## src/rtl/inv_atm_light_te_pkg.sv

```systemverilog
// Shared constants and FSM encoding for the inverse atmospheric light unit.
package inv_atm_light_te_pkg;

    localparam int INV_W      = 10;
    localparam int PIX_W      = 8;
    localparam int REM_W      = 9;
    localparam int DIV_ITERS  = 10;
    localparam int DIVIDEND   = 65536;
    localparam int SAT_VAL    = 1023;
    localparam int SAT_THRESH = 64;

    // Dividend bits above the quotient field; the low DIV_ITERS dividend bits are all zero.
    localparam int REM_INIT   = DIVIDEND >> DIV_ITERS;

    localparam logic [1:0] IDLE = 2'd0;
    localparam logic [1:0] LOAD = 2'd1;
    localparam logic [1:0] ITER = 2'd2;
    localparam logic [1:0] DONE = 2'd3;

    // Channels at or below the threshold (including zero) cannot fit the quotient field.
    function automatic logic is_sat(input logic [PIX_W-1:0] a);
        return a <= PIX_W'(SAT_THRESH);
    endfunction

endpackage

```

## src/rtl/inv_atm_light_te_div_step.sv

```systemverilog
// One restoring-division step: shift in a zero dividend bit, compare, conditionally subtract.
module div_step_te
    import inv_atm_light_te_pkg::*;
(
    input  logic [REM_W-1:0] rem,
    input  logic [PIX_W-1:0] divisor,
    output logic [REM_W-1:0] rem_next,
    output logic             q_bit
);

    logic [REM_W:0] shifted;

    assign shifted  = {rem, 1'b0};
    assign q_bit    = shifted >= {2'b00, divisor};
    assign rem_next = REM_W'(q_bit ? shifted - {2'b00, divisor} : shifted);

endmodule

```

## src/rtl/inv_atm_light_te.sv

```systemverilog
// Inverse atmospheric light: Inv = min(1023, 65536/A) per channel, bit-serial,
// R then G then B, constant 34-edge latency.
// Build option: define INV_AC_ROUND_EN to round half-up instead of truncating.
module inv_atm_light_te
    import inv_atm_light_te_pkg::*;
(
    input  logic             clk,
    input  logic             rst,
    input  logic             start,
    input  logic [PIX_W-1:0] A_R,
    input  logic [PIX_W-1:0] A_G,
    input  logic [PIX_W-1:0] A_B,
    output logic [INV_W-1:0] Inv_AR,
    output logic [INV_W-1:0] Inv_AG,
    output logic [INV_W-1:0] Inv_AB,
    output logic             busy,
    output logic             done,
    output logic [2:0]       div_sat
);

    logic [1:0]                  state;
    logic [1:0]                  ch;
    logic [3:0]                  it_cnt;
    logic [2:0][PIX_W-1:0]       a_cap;
    logic [REM_W-1:0]            rem;
    logic [INV_W-1:0]            quo;
    logic                        sat_cur;
    logic [1:0][INV_W-1:0]       res_hold;
    logic [1:0]                  sat_hold;

    logic [PIX_W-1:0]            cur_a;
    logic [REM_W-1:0]            rem_next;
    logic                        q_bit;
    logic [3:0]                  bit_idx;
    logic [INV_W-1:0]            quo_next;
    logic [INV_W-1:0]            fin_q;
    logic [INV_W-1:0]            ch_result;

    assign cur_a   = a_cap[ch];
    assign bit_idx = 4'(DIV_ITERS - 1) - it_cnt;
    assign busy    = (state != IDLE);
    assign done    = (state == DONE);

    div_step_te u_step (
        .rem      (rem),
        .divisor  (cur_a),
        .rem_next (rem_next),
        .q_bit    (q_bit)
    );

    // Place this cycle's quotient bit (MSB first) and form the channel result.
    always_comb begin
        quo_next          = quo;
        quo_next[bit_idx] = q_bit;
        fin_q             = quo_next;
`ifdef INV_AC_ROUND_EN
        if (({rem_next, 1'b0} >= {2'b00, cur_a}) && (quo_next != INV_W'(SAT_VAL)))
            fin_q = quo_next + 1'b1;
`endif
        ch_result = sat_cur ? INV_W'(SAT_VAL) : fin_q;
    end

    // Sequencer and datapath registers; outputs change only on entry to DONE.
    always_ff @(posedge clk or posedge rst) begin
        if (rst) begin
            state    <= IDLE;
            ch       <= '0;
            it_cnt   <= '0;
            a_cap    <= '0;
            rem      <= '0;
            quo      <= '0;
            sat_cur  <= 1'b0;
            res_hold <= '0;
            sat_hold <= '0;
            Inv_AR   <= '0;
            Inv_AG   <= '0;
            Inv_AB   <= '0;
            div_sat  <= '0;
        end else begin
            case (state)
                IDLE: begin
                    if (start) begin
                        a_cap <= {A_B, A_G, A_R};
                        ch    <= 2'd0;
                        state <= LOAD;
                    end
                end
                LOAD: begin
                    // Saturated channels still iterate so latency stays fixed; a zero
                    // remainder keeps the step harmless for tiny or zero divisors.
                    sat_cur <= is_sat(cur_a);
                    rem     <= is_sat(cur_a) ? '0 : REM_W'(REM_INIT);
                    quo     <= '0;
                    it_cnt  <= '0;
                    state   <= ITER;
                end
                ITER: begin
                    rem    <= rem_next;
                    quo    <= quo_next;
                    it_cnt <= it_cnt + 4'd1;
                    if (it_cnt == 4'(DIV_ITERS - 1)) begin
                        if (ch == 2'd2) begin
                            Inv_AR  <= res_hold[0];
                            Inv_AG  <= res_hold[1];
                            Inv_AB  <= ch_result;
                            div_sat <= {sat_hold[0], sat_hold[1], sat_cur};
                            state   <= DONE;
                        end else begin
                            res_hold[ch[0]] <= ch_result;
                            sat_hold[ch[0]] <= sat_cur;
                            ch              <= ch + 2'd1;
                            state           <= LOAD;
                        end
                    end
                end
                default: begin
                    state <= IDLE;
                end
            endcase
        end
    end

endmodule

```

## config.mk

```make
export PLATFORM = sky130hd
export DESIGN_NAME = inv_atm_light_te
export DESIGN_NICKNAME = d
export VERILOG_FILES = /design/src/rtl/inv_atm_light_te_pkg.sv /design/src/rtl/inv_atm_light_te_div_step.sv /design/src/rtl/inv_atm_light_te.sv
export SDC_FILE = /design/constraint.sdc
export NUM_CORES = 1
export LEC_CHECK = 0
export CAP_MARGIN = 20
export CORE_ASPECT_RATIO = 0.75
export CORE_UTILIZATION = 62
export CTS_BUF_LIST = sky130_fd_sc_hd__clkbuf_8
export DETAILED_ROUTE_END_ITERATION = 8
export HOLD_SLACK_MARGIN = 0.15
export PLACE_DENSITY_LB_ADDON = 0.3
export SLEW_MARGIN = 20
export SYNTH_ARGS = -nofsm -noshare
export SYNTH_HDL_FRONTEND = slang
export SYNTH_SLANG_ARGS = --single-unit
```

## constraint.sdc

```tcl
create_clock -name clk -period 6.2 [get_ports clk]
set_clock_uncertainty 0.1 [all_clocks]
set_input_delay 1.55 -clock clk [delete_from_list [all_inputs] [get_ports clk]]
set_output_delay 1.55 -clock clk [all_outputs]
set_load 0.005 [all_outputs]
```

==> results.yml, run 1 <==
route:
  vias: 3849
  drt_first_iter_violations: 374
  viasPerCell: 5.967
  drt_pass1_iterations: 6
  post_drt_antenna_nets: 0
  drc: 0
  detail_route.wirelength_mm: 11.13
  routed_wire_length_per_instance_um: 17.26
logic_synthesis:
  avgSynthCellArea_sq_um: 10.68
  synth-seq-area-share_pct: 51.59
  synthMostInstantiatedCell: "dfrtp_1"
  synth_top_cell_by_area: "dfrtp_1"
  yosys.cell_types.count: 51
  synthArstFlopShare_pct: 100.0
  net_count_synth: 533
  post_synth_inst_count: 486
  synth.cells.most_frequent: "dfrtp_1, mux2_2, nand2_1, nor2_1, a21oi_1"
  netlist.area_leader.share_pct: 51.59
  synth_edf_count: 0
  warnings_synthesis: 0
  netlist_area_sq_mm: 0.005190
  synth-seq-cells: 107
  synthTopCellsByArea: "dfrtp_1, mux2_2, ha_1"
  most_instantiated_flip_flop_cell_in_the_synthesis_netlist: "dfrtp_1"
grt:
  gr-usage-met2_pct: 40.71
  global_route.usage.met1_pct: 42.00
  first_global_vias: 3616
  grt_pass1_wl_mm: 18.42
  antenna_violations_before_repair: 0
  grt_max_degree: 74
  grt_most_used_layer: "met1"
  grt_overflow_total: 0
  groute.layer.met3.usage_pct: 6.260
  gr-usage-all-layers_pct: 27.65
setup_path:
  worstRegToRegCells: 12
  cpLargestDelayFamily: "simple AND/OR/NAND/NOR gates"
  critical_path_required_ns: 6.34
  setup.worst_path.end_class: "register"
  criticalPathCategory: "register to register"
  slowest_stage: "nor2b_1"
  number_of_buffers_and_inverters_on_the_critical_path: 2
  crit_chain: "nor2b_1, and2_1, nor2_1, ha_1, ha_1, o21ai_0, a211oi_1, nor4_4, buf_6, inv_2, a311oi_2, a21oi_1"
  rr_startpoint: "ch[0]"
  timing.rr.end: "res_hold[9]"
  critPathLaunchType: "register"
  path_common_cell: "ha_1"
  worst-path-max-fanout: 15
  reg2reg_setup_slack_ns: 2.17
  cp_data_arrival_time_ns: 4.17
  max_stage_delay_ns: 0.64
layout:
  fin_util_pct: 75.50
  layoutNonFillerInstCount: 645
  final_layout_size_suffix_gt1_share_pct: 15.56
  area_growth_pct: 16.20
  diodes: 0
  nets: 583
power:
  leakagePower_uw: 0.002659
  power_density_mw_per_mm2: 395.8
  post-layout-total-power_uw: 2387
  worst_ir_drop_vdd_v: 0.0002087
placed_design:
  place_hpwl_mm: 7.912
  count_of_buffers_inserted_at_the_top_level_ports: 61
  preCtsSetupSlack_ns: 2.048
  place_congestion: 0.8773
  place.detailed.instances: 629
floorplanning:
  placementRows: 28
  io_pins: 62
  floorplan.initialDensity_pct: 64.97
  die_width_um: 107.6
  area_of_the_core_region_sq_mm: 0.007988
  die_area_sq_mm: 0.008745
  chipHeight_um: 81.24
timing:
  finalHoldViolCount: 0
  max-slew-margin-rel_pct: 28.12
  timing.final.setup_violations: 0
  report.final.slew_viol_count: 0
  layout_min_cycle_time_ns: 4.031
  timing.final.crit_share_pct: 65.01
  worst_slew_pin_slew_ns: 1.076
  layout_setup_ws_ns: 2.169
  fmax_ghz: 0.2481
  setup_tns_ns: 0
  rsz_0062_raised_after_global_routing: "no"
cts:
  tritoncts: "yes"
  hold_buffers: 0
  post-cts-setup-buffer-count: 0
  path_clk_slew_ns: 0.10
  worstSkewPairLatency_ns: 0.37
  ctsHtreeMaxLevel: 3
  cts-buffers-inserted: 9
  ctsRootBufferMaster: "clkbuf_8"
  clockBufferDepth: 2
  postcts_resize_cnt: 0
  clkSinkCount: 107
worst_hold_path:
  holdPathStages: 2
  hold_path.startpoint: "res_hold[13]"
  timing.hold.worst.class: "register to register"
  timing.hold.worst_endpoint: "res_hold[13]"
outcome:
  outcome: "finished clean"
run:
  max_cap_viol_count: 0
-- worst max-delay path by stage --
stage / start / depth (start not counted) / end / slack [ns]
final: ch[0] / 12 / res_hold[9] / 2.17
after global routing: ch[0] / 12 / rem[7] / 1.94
after CTS: ch[0] / 11 / res_hold[9] / 2.01
after detailed placement: ch[0] / 11 / Inv_AB[9] / 2.05
after global placement: ch[0] / 11 / Inv_AB[9] / 2.23
after floorplan: rst / 1 / Inv_AB[0] / 1.73
-- cells in the final DEF, fill, tap and decap left out, types with 3 or more instances in the layout --
cell type	Yosys	layout
nand3_1	17	17
o21ai_1	12	12
mux2i_1	11	11
mux2_2	50	50
a211oi_2	9	9
o22ai_1	6	6
dfrtp_1	107	107
clkbuf_8	0	9
a2111oi_0	3	3
nor2_1	50	49
a21oi_1	33	33
o21ai_0	23	23
nand2_1	50	50
ha_1	19	19
clkdlybuf4s50_1	0	61
inv_1	22	23
a211oi_1	3	3
xnor2_1	3	3
-- metal layers --
| layer | vias to the layer above | routed length [um] | share of wire, % |
|---|---|---|---|
| met5 | - | 0 | 0 |
| met4 | 0 | 93 | 0.84 |
| met3 | 11 | 591 | 5.3 |
| met2 | 123 | 5048 | 45 |
| met1 | 1917 | 5398 | 48 |
| li1 | 1798 | - | - |
-- worst reg2reg max path: cells and delay by family (launching register included) --
kind / cells / cell delay [ns]
flops: 1 / 0.62
buf+inv: 2 / 0.33
fa+ha+maj: 2 / 0.54
simple gates: 4 / 1.51
compound gates: 4 / 0.83
-- registers in the layout (all words and copies together) (netlist names) --
name / cells
it_cnt: 4
state: 2
rem: 9
Inv_AG: 10
res_hold: 20
ch: 2
sat_hold: 2
div_sat: 3
quo: 10
sat_cur: 1
Inv_AB: 10
a_cap: 24
Inv_AR: 10
-- report_power, final --
part / internal, uW / total (uW) / switching, uW / leakage [uW]
clock: 183 / 408 / 226 / 0.000102
sequential: 817 / 924 / 107 / 0.00143
combinational: 436 / 1050 / 619 / 0.00113
-- through the flow --
| step | area (sq um) | hold WS, ns |
|---|---|---|
| floorplan | 5190 | 0.3500 |
| global placement | 5836 | 0.3619 |
| detailed placement | 5836 | 0.3711 |
| CTS | 6020 | 0.3927 |
| global route | 6031 | 0.4251 |
| finish | 6031 | 0.3861 |
-- cell type report --
cell class,instances,area [sq um]
clock buffer,9,123.9
tap,105,131.4
sequential,107,2678
timing repair buffer,64,636.9
clock inverter,6,60.06
multi-input combinational,331,2312
inverter,23,88.84
fill,535,1957
-- cells by family after synthesis --
logic type	count (synthesis)	synth area share (%)
simple gates	132	11.02
mux	61	12.97
compound gates	112	14.18
flops	107	51.59
xor+xnor	6	1.157
fa+ha+maj	20	4.966
buf+inv	48	4.122
Power figures use the tool's default switching activity.
==> inputs of run 2 (changes only) <==
--- a/config.mk
+++ b/config.mk
@@ -7,7 +7,7 @@
 export LEC_CHECK = 0
 export CAP_MARGIN = 20
 export CORE_ASPECT_RATIO = 0.75
-export CORE_UTILIZATION = 62
+export CORE_UTILIZATION = 58
 export CTS_BUF_LIST = sky130_fd_sc_hd__clkbuf_8
 export DETAILED_ROUTE_END_ITERATION = 8
 export HOLD_SLACK_MARGIN = 0.15
==> constraint.sdc (replaced) <==
create_clock -name clk -period 4 [get_ports clk]
set_clock_uncertainty 0.1 [all_clocks]
set_input_delay 1 -clock clk [delete_from_list [all_inputs] [get_ports clk]]
set_output_delay 1 -clock clk [all_outputs]
set_load 0.005 [all_outputs]
==> results.yml, run 2 (same netlist as run 1, synthesis figures left out) <==
cts:
  ctsRootBufferMaster: "clkbuf_8"
  path_clk_slew_ns: 0.10
  hold_buffers: 0
  worstSkewPairLatency_ns: 0.37
  tritoncts: "yes"
  ctsHtreeMaxLevel: 3
  post-cts-setup-buffer-count: 0
  cts-buffers-inserted: 9
  clkSinkCount: 107
  clockBufferDepth: 2
  postcts_resize_cnt: 0
worst_hold_path:
  hold_path.startpoint: "res_hold[17]"
  timing.hold.worst.class: "register to register"
setup_path:
  rr_startpoint: "ch[1]"
  critical_path_required_ns: 4.13
  cp_data_arrival_time_ns: 3.80
  max_stage_delay_ns: 0.52
  crit_chain: "nor2b_1, and2_1, nor2_1, ha_1, ha_1, o21ai_0, a211oi_1, nor4_4, buf_4, nor2_1, a211oi_2, a21oi_1"
  worst-path-max-fanout: 14
  setup.worst_path.end_class: "register"
  slowest_stage: "nor2b_1"
  startpoint: "ch[1]"
  criticalPathCategory: "register to register"
  critPathLaunchType: "register"
layout:
  top_register: "a_cap"
  layout_common_cells: "dfrtp_1, clkdlybuf4s50_1, nand2_1, mux2_2, nor2_1"
  diodes: 0
  n_fill_cell: 622
  largest_register_ff_count: 24
  final_layout_size_suffix_gt1_share_pct: 16.97
  nets: 590
  reg.largest.list: "a_cap: 24 flops, res_hold: 20 flops"
  post-route-cell-area_sq_mm: 0.006098
  area_taken_by_multi_input_logic_gates_sq_mm: 0.002312
  leading_cell_type_in_the_layout_fill_and_taps_excluded: "dfrtp_1"
  area_growth_pct: 17.50
  layout.area.seq_sq_mm: 0.002678
floorplanning:
  placementRows: 29
  chipHeight_um: 83.92
  floorplan.initialDensity_pct: 60.61
  die_width_um: 111.2
  io_pins: 62
  area_of_the_core_region_sq_mm: 0.008563
  die_area_sq_mm: 0.009334
grt:
  grt_overflow_total: 0
  gr-usage-all-layers_pct: 26.39
  grt_max_degree: 57
  grt_pass1_wl_mm: 19.26
  first_global_vias: 3772
  antenna_violations_before_repair: 0
timing:
  max-slew-margin-rel_pct: 35.77
  timing.final.crit_share_pct: 91.84
  fmax_ghz: 0.2722
  timing.final.setup_violations: 0
  report.final.slew_viol_count: 0
  worst_slew_pin_slew_ns: 0.9611
  finalHoldViolCount: 0
  rsz_0062_raised_after_global_routing: "no"
  setup_tns_ns: 0
  layout_min_cycle_time_ns: 3.674
route:
  routed_wire_length_per_instance_um: 17.60
  detail_route.wirelength_mm: 11.54
  post_drt_antenna_nets: 0
  drt_first_iter_violations: 280
  drt_pass1_iterations: 6
  vias: 3822
  viasPerCell: 5.826
  drc: 4
placed_design:
  place_congestion: 0.8788
  place_hpwl_mm: 8.513
  count_of_buffers_inserted_at_the_top_level_ports: 61
  placed_area_sq_mm: 0.005912
power:
  power_density_mw_per_mm2: 612.5
  worst_ir_drop_vdd_v: 0.0004539
  leakagePower_uw: 0.002700
outcome:
  violations: "DRC"
  outcome: "finished with violations"
run:
  max_cap_viol_count: 0
-- run 2: worst max-delay path, delay by kind of cell, from the launching register on --
family	cells	cell delay [ns]
AOI/OAI and AO/OA	4	0.69
buffers and inverters	1	0.30
adders and majority gates	2	0.53
and+or+nand+nor	5	1.40
DFF	1	0.50
-- run 2: layout make-up --
class / instances / area share, %
multi-input cells: 331 / 37.92
well taps: 108 / 2.216
clock buffers: 10 / 2.257
clock inverters: 6 / 0.8002
repair buffers: 71 / 11.45
flip-flops and latches: 107 / 43.91
inverters: 23 / 1.457
-- run 2: worst paths after layout --
path | endpoint | slack [ns] | cells past startpoint
setup reg to reg | Inv_AB[4] | 0.33 | 12
setup / recovery | Inv_AB[4] | 0.33 | 12
hold / removal | res_hold[17] | 0.40 | 2
min in group asynchronous | Inv_AG[3] | 0.99 | 2
hold reg to reg | res_hold[17] | 0.40 | 2
max in group asynchronous | a_cap[8] | 2.09 | 3
-- run 2: layer usage --
| metal | wire, um | part of all wire [%] | track usage (%) | vias to the layer above |
|---|---|---|---|---|
| li1 | - | - | - | 1815 |
| met1 | 5674 | 49 | 39.32 | 1899 |
| met2 | 5260 | 46 | 39.89 | 98 |
| met3 | 507 | 4.4 | 5.229 | 10 |
| met4 | 101 | 0.87 | 6.265 | 0 |
| met5 | 0 | 0 | 0 | - |
-- run 2: through the flow --
stage / hold WS (ns) / setup WS [ns] / total power [uW] / instances / util (%)
2_1_floorplan: 0.3500 / 0.08276 / 2670 / 486 / -
3_3_place_gp: 0.3635 / 0.5832 / 3028 / 640 / 69.04
3_5_place_dp: 0.3773 / 0.3693 / 3087 / 640 / 69.04
4_1_cts: 0.3994 / 0.3471 / 3717 / 656 / 71.22
5_1_grt: 0.4246 / 0.03789 / 3967 / 656 / 71.22
6_report: 0.3977 / 0.3263 / 3735 / 656 / 71.22
-- run 2: power breakdown --
group / leakage (uW) / switching [uW] / internal, uW
registers: 0.00143 / 171 / 1270
logic: 0.00117 / 988 / 681
clock network: 0.000102 / 377 / 253
total: 0.00270 / 1540 / 2200
